===== config.mk =====
export PLATFORM = sky130hd
export DESIGN_NAME = transmissor_tabuleiro
export DESIGN_NICKNAME = d
export VERILOG_FILES = /design/src/rtl/tabuleiro_pkg.sv /design/src/rtl/transmissor_tabuleiro_tx_serial.sv /design/src/rtl/transmissor_tabuleiro.sv
export SDC_FILE = /design/constraint.sdc
export NUM_CORES = 1
export LEC_CHECK = 0
export CORE_ASPECT_RATIO = 0.6
export CORE_MARGIN = 3
export CORE_UTILIZATION = 40
export DETAILED_ROUTE_END_ITERATION = 10
export GPL_ROUTABILITY_DRIVEN = 0
export PLACE_DENSITY_LB_ADDON = 0.25
export SYNTH_ARGS = -nofsm -noshare
export SYNTH_HDL_FRONTEND = slang
export SYNTH_HIERARCHICAL = 1
export SYNTH_SLANG_ARGS = --single-unit

===== constraint.sdc =====
create_clock -name clock -period 2.3 [get_ports clock]
set_input_delay 0.23 -clock clock [delete_from_list [all_inputs] [get_ports clock]]
set_output_delay 0.23 -clock clock [all_outputs]
set_load 0.02 [all_outputs]

===== src/rtl/tabuleiro_pkg.sv =====
// Shared types and constants for the board transmitter.
// Build option TX_PARIDADE_EN selects 8E1 (11 bits per char) instead of 8N1.
package tabuleiro_pkg;

    localparam int N_CELULAS = 81;
    localparam int N_MACRO   = 9;
    localparam int FRAME_LEN = 92;

`ifdef TX_PARIDADE_EN
    localparam int BITS_POR_CHAR = 11;
`else
    localparam int BITS_POR_CHAR = 10;
`endif

    typedef enum logic [3:0] {
        S_IDLE      = 4'd0,
        S_ENDERECO  = 4'd1,
        S_ESPERA    = 4'd2,
        S_CARREGA   = 4'd3,
        S_TRANSMITE = 4'd4,
        S_FIM       = 4'd5
    } estado_t;

    // Which part of the frame the current character belongs to.
    typedef enum logic [2:0] {
        FASE_ABRE,
        FASE_CELULA,
        FASE_MACRO,
        FASE_FECHA,
        FASE_FIM
    } fase_t;

    typedef enum logic [1:0] {
        CEL_VAZIO = 2'b00,
        CEL_X     = 2'b01,
        CEL_O     = 2'b10,
        CEL_VELHA = 2'b11
    } celula_t;

    localparam logic [7:0] ASCII_ABRE  = 8'h3C;
    localparam logic [7:0] ASCII_FECHA = 8'h3E;
    localparam logic [7:0] ASCII_VAZIO = 8'h2E;
    localparam logic [7:0] ASCII_X     = 8'h58;
    localparam logic [7:0] ASCII_O     = 8'h4F;
    localparam logic [7:0] ASCII_VELHA = 8'h23;

    function automatic logic [7:0] codifica(input logic [1:0] c);
        case (celula_t'(c))
            CEL_VAZIO: return ASCII_VAZIO;
            CEL_X:     return ASCII_X;
            CEL_O:     return ASCII_O;
            default:   return ASCII_VELHA;
        endcase
    endfunction

    function automatic logic [8:0] one_hot9(input logic [3:0] i);
        return 9'd1 << i;
    endfunction

endpackage


===== src/rtl/transmissor_tabuleiro_tx_serial.sv =====
// Async serial shifter: start bit, 8 data bits LSB first, optional even parity, stop bit.
// Build option TX_PARIDADE_EN inserts the parity bit after data bit 7.
module tx_serial
    import tabuleiro_pkg::*;
#(
    parameter int CLKS_PER_BIT = 434
) (
    input  logic       clock,
    input  logic       reset,
    input  logic       load,
    input  logic [7:0] dado,
    output logic       serial,
    output logic       busy,
    output logic       done
);

    localparam int CW = (CLKS_PER_BIT > 1) ? $clog2(CLKS_PER_BIT) : 1;
    localparam int BW = $clog2(BITS_POR_CHAR);

    logic [BITS_POR_CHAR-1:0] shift_q, shift_d;
    logic [CW-1:0]            clk_cnt_q, clk_cnt_d;
    logic [BW-1:0]            bit_cnt_q, bit_cnt_d;
    logic                     busy_q, busy_d;
    logic [BITS_POR_CHAR-1:0] quadro;
    logic                     fim_bit;
    logic                     ultimo_bit;

`ifdef TX_PARIDADE_EN
    assign quadro = {1'b1, ^dado, dado, 1'b0};
`else
    assign quadro = {1'b1, dado, 1'b0};
`endif

    assign fim_bit    = (clk_cnt_q == CW'(CLKS_PER_BIT - 1));
    assign ultimo_bit = (bit_cnt_q == BW'(BITS_POR_CHAR - 1));
    assign done       = busy_q && fim_bit && ultimo_bit;
    // The idle shifter holds all ones, so the line is high straight out of reset.
    assign serial     = shift_q[0];
    assign busy       = busy_q;

    // NOTE: every signal assigned here gets a default first so no latch is inferred.
    always_comb begin
        shift_d   = shift_q;
        clk_cnt_d = clk_cnt_q;
        bit_cnt_d = bit_cnt_q;
        busy_d    = busy_q;
        if (load && !busy_q) begin
            shift_d   = quadro;
            clk_cnt_d = '0;
            bit_cnt_d = '0;
            busy_d    = 1'b1;
        end else if (busy_q) begin
            if (fim_bit) begin
                clk_cnt_d = '0;
                if (ultimo_bit) begin
                    busy_d  = 1'b0;
                    shift_d = '1;
                end else begin
                    bit_cnt_d = bit_cnt_q + 1'b1;
                    shift_d   = {1'b1, shift_q[BITS_POR_CHAR-1:1]};
                end
            end else begin
                clk_cnt_d = clk_cnt_q + 1'b1;
            end
        end
    end

    // NOTE: state registers use non-blocking assignments so all flops update together.
    always_ff @(posedge clock or posedge reset) begin
        if (reset) begin
            shift_q   <= '1;
            clk_cnt_q <= '0;
            bit_cnt_q <= '0;
            busy_q    <= 1'b0;
        end else begin
            shift_q   <= shift_d;
            clk_cnt_q <= clk_cnt_d;
            bit_cnt_q <= bit_cnt_d;
            busy_q    <= busy_d;
        end
    end

endmodule


===== src/rtl/transmissor_tabuleiro.sv =====
// Scans the 81 cells and 9 macro states from ram_board and sends them as an ASCII frame.
// Build option TX_PARIDADE_EN switches the serial line to 8E1.
module transmissor_tabuleiro
    import tabuleiro_pkg::*;
#(
    parameter int CLKS_PER_BIT = 434,
    parameter int READ_LAT     = 1
) (
    input  logic       clock,
    input  logic       reset,
    input  logic       partida,
    input  logic [1:0] estado_micro,
    input  logic [1:0] estado_macro,
    output logic [8:0] addr_macro,
    output logic [8:0] addr_micro,
    output logic       saida_serial,
    output logic       ocupado,
    output logic       pronto,
    output logic [3:0] db_estado
);

    estado_t    estado_q, estado_d;
    fase_t      fase_q, fase_d;
    logic [3:0] macro_q, macro_d;
    logic [3:0] micro_q, micro_d;
    logic [1:0] espera_q, espera_d;
    logic [7:0] char_tx;
    logic       tx_load;
    logic       tx_busy;
    logic       tx_done;

    assign db_estado = estado_q;

    always_comb begin
        case (fase_q)
            FASE_ABRE:   char_tx = ASCII_ABRE;
            FASE_CELULA: char_tx = codifica(estado_micro);
            FASE_MACRO:  char_tx = codifica(estado_macro);
            default:     char_tx = ASCII_FECHA;
        endcase
    end

    // Address held from ENDERECO through CARREGA; delimiters keep it at zero.
    always_comb begin
        addr_macro = '0;
        addr_micro = '0;
        if (estado_q == S_ENDERECO || estado_q == S_ESPERA || estado_q == S_CARREGA) begin
            if (fase_q == FASE_CELULA) begin
                addr_macro = one_hot9(macro_q);
                addr_micro = one_hot9(micro_q);
            end else if (fase_q == FASE_MACRO) begin
                addr_macro = one_hot9(macro_q);
            end
        end
    end

    always_comb begin
        estado_d = estado_q;
        fase_d   = fase_q;
        macro_d  = macro_q;
        micro_d  = micro_q;
        espera_d = espera_q;
        ocupado  = 1'b0;
        pronto   = 1'b0;
        tx_load  = 1'b0;
        case (estado_q)
            S_IDLE: begin
                if (partida) begin
                    estado_d = S_ENDERECO;
                    fase_d   = FASE_ABRE;
                    macro_d  = '0;
                    micro_d  = '0;
                end
            end
            S_ENDERECO: begin
                ocupado  = 1'b1;
                espera_d = '0;
                estado_d = S_ESPERA;
            end
            S_ESPERA: begin
                ocupado = 1'b1;
                if (espera_q == 2'(READ_LAT - 1)) estado_d = S_CARREGA;
                else                               espera_d = espera_q + 2'd1;
            end
            S_CARREGA: begin
                ocupado  = 1'b1;
                tx_load  = !tx_busy;
                estado_d = S_TRANSMITE;
                // Step to the next character: cells macro-major, then macro states.
                case (fase_q)
                    FASE_ABRE: fase_d = FASE_CELULA;
                    FASE_CELULA: begin
                        if (micro_q == 4'd8) begin
                            micro_d = '0;
                            if (macro_q == 4'd8) begin
                                macro_d = '0;
                                fase_d  = FASE_MACRO;
                            end else begin
                                macro_d = macro_q + 4'd1;
                            end
                        end else begin
                            micro_d = micro_q + 4'd1;
                        end
                    end
                    FASE_MACRO: begin
                        if (macro_q == 4'd8) begin
                            macro_d = '0;
                            fase_d  = FASE_FECHA;
                        end else begin
                            macro_d = macro_q + 4'd1;
                        end
                    end
                    default: fase_d = FASE_FIM;
                endcase
            end
            S_TRANSMITE: begin
                ocupado = 1'b1;
                if (tx_done) estado_d = (fase_q == FASE_FIM) ? S_FIM : S_ENDERECO;
            end
            S_FIM: begin
                pronto   = 1'b1;
                estado_d = S_IDLE;
            end
            default: estado_d = S_IDLE;
        endcase
    end

    always_ff @(posedge clock or posedge reset) begin
        if (reset) begin
            estado_q <= S_IDLE;
            fase_q   <= FASE_ABRE;
            macro_q  <= '0;
            micro_q  <= '0;
            espera_q <= '0;
        end else begin
            estado_q <= estado_d;
            fase_q   <= fase_d;
            macro_q  <= macro_d;
            micro_q  <= micro_d;
            espera_q <= espera_d;
        end
    end

    tx_serial #(
        .CLKS_PER_BIT(CLKS_PER_BIT)
    ) u_tx (
        .clock (clock),
        .reset (reset),
        .load  (tx_load),
        .dado  (char_tx),
        .serial(saida_serial),
        .busy  (tx_busy),
        .done  (tx_done)
    );

endmodule


==> impl_results.md, run 1 <==
- Status: completed
- Clock Skew: roughly 0.0081 ns
- Core footprint: between 6000 and 7000 µm²
- Hold Buf Count CTS: 0
- RR Endpoint: u_tx/shift_q[3]$_DFFE_PP1P_
- Via density: 5.352
- Fillers: 648
- Synth cell types: 60
- Pre-antenna DRT Iters: 6
- Area Growth Syn to Fin: 21.53%
- Yosys warns: 6
- Port Buffer Count: 30
- Post-synthesis sequential area ratio: between 30% and 40%
- Hold WS: just over 0.3 ns
- Vias: 2510
- Reg2reg start: fase_q[1]$_DFFE_PP0P_
- Most used DFF post-synth: dfrtp_1
- Final Power: 3.047 mW
- Slew at the pin closest to its max-slew limit: 0.7106 ns
- Fin area: 3608 µm²
- DIE AREA: 8526 µm²
- Slowest cell on the critical path: clkdlybuf4s50_1
- Worst path bufs/invs: 2
- Relative slew slack: 52.57%
- Clk buf depth: 2
- Commonest non-fill, non-tap cell in the layout: inv_1
- GR Util met3: between 4 and 5%
- Top cells by area, synth: dfrtp_1 25%, ha_1 11%, dfstp_2 8.0%, mux2i_1 5.4%, inv_1 4.0%
- Yosys top cell by area: dfrtp_1
- Reg2reg setup slack: 0.31 ns
- Share of cells above drive strength 1: 14.36%
- Peak supply drop: roughly 0.95 mV
- CP max stage delay: between 0.6 and 0.7 ns
- Die width: approximately 120 µm
- CP endpoint kind: primary output
- Setup violations, final: 0
- Critical Path RT: 2.07 ns
- Final Cycle Share: a little over nine tenths
- Final WL: 7147 µm
- Area of the multi-input gates: roughly 1800 µm²
- Post-synthesis cell area: slightly below 3000 µm²
- EDFF count, synth: 0
- Met2 usage: between 20 and 25%
- Initial cell density of the core: roughly 43%
- PD cells: 844.4 nW/µm²
- Initial DRC count: between 100 and 150
- NumNets Final: between 400 and 500
- Mean post-synth cell area: a little over 9 µm²
- Period minus WS final: between 2 and 2.5 ns
- Post-Syn Instances: about 330
- Clock slew at reported path FFs: approximately 0.06 ns
- Num rows: 23
- DP Area: 3445 µm²
- Total negative slack: 0 ns
- ANT cells: 0
- IO Pins: 32
- Placed Cells: 459
- CP max FO: 3
- Highest Clock Rate: approximately 0.46 GHz
- Crit path launch type: register
- Met1 usage in global routing: between 20% and 30%
- CTS root buffer: clkbuf_16
- Crit Path Category: reg2out
- Htree depth: 2
- CTS tree: yes
- Dpl ws: 0.08273 ns
- Cell Chain, Critical Path: buf_4, nor3b_4, nand2_1, nor2b_1, clkdlybuf4s50_1
- Clock Latency Late Sink: 0.29 ns
- Leakage Power: about 1.7 nW
- DRC viols: 0
- Largest net degree at the start of global routing: 24
- Max-slew violations: 0
- Non-Filler Instances: between 400 and 500
- Num CTS Buffers: 5
- CTS sink cnt: 39
- RSZ-0062 raised after global routing: no
- First-pass GRT wire length: around 12000 µm
- R2R cell count: 8
- Register bit count reported by yosys: 39
- Critical path's top delay family: buffers and inverters
- GRT Max-Usage Layer: met1
- Most frequent cells in the layout: 32 x inv_1, 30 x dfrtp_1, 27 x ha_1, 26 x nand2_1, 25 x nor2_1
- Max Cap Viol: 0
- Post-route setup slack: approximately 0.14 ns
- Share of the synthesized area in the top cell type: around 25%
- Ys async rst share: 100.0%
- CP Data Arrival Time: 1.93 ns
- Fin. Hold Viols: 0
- Finished Core Util: a little over half
- Worst hold path class: in2async
- Post-DP HPWL: approximately 5300 µm
- Antenna violations before repair: 0
- ANT nets after route: 0
- WL per Instance: approximately 15 µm
- Reg area: about 1000 µm²
- Grt ovf: 0
- Die height: roughly 73 µm
- Vias in the first global route: approximately 2300
- Overall Global Routing Usage: 17.94%
==> worst min-delay path: stages <==
cell	delay, ns
clkdlybuf4s50_1	0.41
inv_1	0.05
buf_4	0.29
==> synthesized netlist by cell type, types with 2 or more instances <==
cell type  number
a2111oi_0       8
a211o_1         7
a21o_1          5
a21oi_1         7
a22oi_1         4
a31oi_1         2
a32o_1          3
and2_1          3
and3_1          9
and3b_1         3
buf_2           5
buf_4           4
buf_6           2
clkbuf_1        4
dfrtp_1        30
dfstp_2         9
ha_1           27
inv_1          32
mux2i_1        16
nand2_1        26
nand2b_1        6
nand3_1         8
nand3b_1        4
nand4_1         4
nor2_1         26
nor2b_1         5
nor3_1          5
nor4_1          2
nor4_2          2
o211ai_1        2
o21ai_0        18
o31ai_1         3
or3_1           4
or4_1           2
xnor2_1         3
==> cell families (layout without fill, tap and decap cells) <==
kind of cell / after synthesis / count (layout) / share of synthesized area (%)
other: 1 / 2 / 0.1263
AO/OA/AOI/OAI: 74 / 74 / 18.92
XOR/XNOR: 4 / 4 / 1.180
flip-flops: 39 / 39 / 33.25
AND/OR/NAND/NOR: 116 / 116 / 22.46
multiplexers: 16 / 16 / 5.394
adder cells (fa/ha/maj): 27 / 27 / 11.38
buffers and inverters: 48 / 91 / 7.290
==> report_power, final <==
| part | switching [mW] | total, mW | leakage (nW) | internal, mW |
|---|---|---|---|---|
| Combinational | 0.740 | 1.28 | 1.16 | 0.541 |
| Sequential | 0.178 | 1.04 | 0.492 | 0.866 |
| Clock | 0.292 | 0.722 | 0.0739 | 0.431 |
==> how the worst max path moves through the flow <==
stage                                   from             to  cells past startpoint
finish                 fase_q[1]$_DFFE_PP0P_  addr_micro[0]                      5
global route           fase_q[0]$_DFFE_PP0P_  addr_micro[0]                      5
CTS                    fase_q[1]$_DFFE_PP0P_  addr_micro[3]                      5
detailed placement  db_estado[2]$_DFFE_PP0P_  addr_macro[4]                      4
global placement    db_estado[2]$_DFFE_PP0P_  addr_macro[4]                      4
floorplan             macro_q[0]$_DFFE_PP0P_  addr_macro[8]                      4
==> flip-flops by register name (all words and copies together), names as in the netlist <==
signal	count
espera_q	2
u_tx/shift_q	9
db_estado	3
macro_q	4
u_tx/bit_cnt_q	4
fase_q	3
u_tx/busy	1
u_tx/clk_cnt_q	9
micro_q	4
==> layer usage <==
metal	wire (µm)	up-vias
li1	-	1241
met1	3954	1205
met2	2729	56
met3	375	8
met4	87	0
met5	0	-
==> layout make-up <==
type | instances | area share (%)
clock buffers | 7 | 3.953
clock inverters | 1 | 0.1387
inverters | 32 | 3.329
multi-input cells | 239 | 49.34
flip-flops and latches | 39 | 27.36
well taps | 100 | 3.467
repair buffers | 51 | 12.41
==> what timing repair did <==
action	CTS	global route
hold endpoints to repair	0	0
gates resized for setup	15	5
setup buffers	1	1
pin swaps	1	0
endpoints found under the setup margin	16	4
Power figures use the tool's default switching activity.
==> run 2: changes to the inputs <==
--- a/config.mk
+++ b/config.mk
@@ -8,8 +8,8 @@
 export CORE_ASPECT_RATIO = 0.6
 export CORE_MARGIN = 3
 export CORE_UTILIZATION = 40
+export CTS_CLUSTER_DIAMETER = 80
 export DETAILED_ROUTE_END_ITERATION = 10
-export GPL_ROUTABILITY_DRIVEN = 0
 export PLACE_DENSITY_LB_ADDON = 0.25
 export SYNTH_ARGS = -nofsm -noshare
 export SYNTH_HDL_FRONTEND = slang
==> results of run 2 <==
No change in the layout: final DEF, timing and power equal those of run 1.
==> run 3: changes to the inputs <==
--- a/config.mk
+++ b/config.mk
@@ -9,8 +9,8 @@
 export CORE_MARGIN = 3
 export CORE_UTILIZATION = 40
 export CTS_CLUSTER_DIAMETER = 80
+export CTS_CLUSTER_SIZE = 24
 export DETAILED_ROUTE_END_ITERATION = 10
-export PLACE_DENSITY_LB_ADDON = 0.25
 export SYNTH_ARGS = -nofsm -noshare
 export SYNTH_HDL_FRONTEND = slang
 export SYNTH_HIERARCHICAL = 1
==> constraint.sdc (replaced) <==
create_clock -name clock -period 2.3 [get_ports clock]
set_input_delay 0.23 -clock clock [delete_from_list [all_inputs] [get_ports clock]]
set_output_delay 0.23 -clock clock [all_outputs]
set_load 0.01 [all_outputs]
==> impl_results.md, run 3 (synthesized netlist as in run 1, its figures left out) <==
- Status: completed
- Placed Cells: between 400 and 500
- Reg area: approximately 990 µm²
- Leakage Power: 1.729 nW
- DP Area: 3415 µm²
- Area Growth Syn to Fin: 22.84%
- Crit path launch type: register
- Fillers: approximately 650
- CP endpoint kind: primary output
- Vias in the first global route: 2202
- Critical Path RT: ~2.1 ns
- WL per Instance: about 15 µm
- RR Endpoint: u_tx/clk_cnt_q[2]$_DFFE_PP0P_
- Clock Latency Late Sink: about 0.27 ns
- Max Cap Viol: 0
- Critical path's top delay family: buffers and inverters
- NumNets Final: 399
- DRC viols: 0
- Share of cells above drive strength 1: between 10% and 20%
- CTS sink cnt: 39
- Final WL: slightly below 7000 µm
- Grt ovf: 0
- Hold Buf Count CTS: 0
- Core footprint: between 6000 and 7000 µm²
- Initial DRC count: slightly below 200
- Worst hold path class: in2async
- Max-slew violations: 0
- Die width: about 120 µm
- Antenna violations before repair: 0
- Port Buffer Count: 30
- CP max FO: 11
- ANT cells: 0
- Most frequent cells in the layout: 32 x inv_1, 30 x dfrtp_1, 27 x ha_1, 26 x nand2_1, 25 x nor2_1
- Peak supply drop: ~0.55 mV
- CP Data Arrival Time: ~2.0 ns
- Largest net degree at the start of global routing: 24
- IO Pins: 32
- Htree depth: 2
- Pre-antenna DRT Iters: 5
- Largest regs: u_tx/clk_cnt_q x9, u_tx/shift_q x9
- Num CTS Buffers: 5
- Total negative slack: 0 ns
- Slew at the pin closest to its max-slew limit: approximately 0.63 ns
- Clk buf depth: 2
- Fin. Hold Viols: 0
- Via density: between 5 and 6
- Crit Path Category: reg2out
- Clock Skew: between 0.002 and 0.003 ns
- Vias: roughly 2400
- Cell Chain, Critical Path: nor3b_4, buf_6, nand2_1, nor2b_1, clkdlybuf4s50_1
- Final Cycle Share: between 90% and 100%
- Initial cell density of the core: between 40 and 50%
- First-pass GRT wire length: 11310 µm
- Slowest cell on the critical path: clkdlybuf4s50_1
- Commonest non-fill, non-tap cell in the layout: inv_1
- Hold WS: approximately 0.31 ns
- Reg2reg start: db_estado[2]$_DFFE_PP0P_
- Fin area: 3647 µm²
- Worst path bufs/invs: 2
- R2R cell count: 7
- RePlAce Congestion: between 0.8 and 0.9
- PD cells: about 860 nW/µm²
- Post-DP HPWL: ~5100 µm
- Area of the multi-input gates: 1797 µm²
- Setup violations, final: 0
- Period minus WS final: between 2 and 2.5 ns
- Finished Core Util: a little over half
- Clock slew at reported path FFs: around 0.060 ns
- Reg2reg setup slack: around 0.27 ns
- CTS tree: yes
- CTS root buffer: clkbuf_16
- Highest Clock Rate: 0.4475 GHz
- Die height: 72.74 µm
- ANT nets after route: 0
- DIE AREA: between 8000 and 9000 µm²
- Num rows: 23
- Overall Global Routing Usage: between 10% and 20%
- CP max stage delay: around 0.55 ns
- Relative slew slack: about 58%
- Non-Filler Instances: ~470
==> run 3: cell types whose count changed in the layout (fill, tap and decap cells not counted), sizes merged <==
| cell | before | now |
|---|---|---|
| dlygate4sd2 | 14 | 3 |
| dlymetal6s2s | 3 | 6 |
| bufinv | 0 | 1 |
| clkdlybuf4s50 | 13 | 19 |
| buf | 21 | 18 |
| clkbuf | 7 | 8 |
==> run 3: worst register-to-register path, stage by stage, from the launching register on <==
cell	delay (ns)
dfrtp_1	0.37
buf_4	0.18
nand3b_4	0.22
nor2_1	0.28
buf_4	0.27
nand2b_1	0.28
o31ai_1	0.21
nor2_1	0.09
==> run 3: layer usage <==
metal	up-vias	routed length, µm	part of all wire (%)	GRT usage, %
met3	2	311	4.6	3.065
met2	56	2541	37	20.68
li1	1246	-	-	-
met5	-	0	0	0
met4	0	27	0.40	3.435
met1	1143	3939	58	29.04
==> run 3: metrics by stage <==
step | setup slack, ns | total power, mW
after CTS | 0.008858 | 3.123
after detailed placement | 0.1768 | 2.269
after global routing | -0.01797 | 3.346
after floorplan | 0.5298 | 1.885
final | 0.06541 | 3.124
after global placement | 0.2080 | 2.267
==> run 3: worst max path at each step <==
stage               cells after the start                           from                        to
CTS                                     4          fase_q[0]$_DFFE_PP0P_             addr_macro[1]
global route                            5       db_estado[2]$_DFFE_PP0P_             addr_micro[0]
floorplan                               7  u_tx/clk_cnt_q[1]$_DFFE_PP0P_  db_estado[2]$_DFFE_PP0P_
detailed placement                      5         macro_q[0]$_DFFE_PP0P_             addr_macro[8]
finish                                  5          fase_q[2]$_DFFE_PP0P_             addr_micro[1]
global placement                        4          fase_q[0]$_DFFE_PP0P_             addr_macro[4]
==> run 3: final cells by class <==
type | instances | share of cell area [%]
Inverter | 32 | 3.293
Clock inverter | 2 | 0.9605
Multi-Input combinational cell | 239 | 49.26
Clock buffer | 6 | 3.808
Tap cell | 100 | 3.431
Sequential cell | 39 | 27.07
Timing Repair Buffer | 48 | 12.18
==> run 3: report_power, final <==
part	leakage [nW]	switching (mW)	internal [mW]
logic	1.15	0.691	0.559
clock network	0.0868	0.267	0.539
registers	0.492	0.202	0.866
==> run 3: what timing repair did <==
item | in CTS | in global routing
buffers inserted | 2 | 1
pin swaps | 2 | 1
setup endpoints to repair | 9 | 13
gates resized for setup | 10 | 15
hold endpoints to repair | 0 | 0
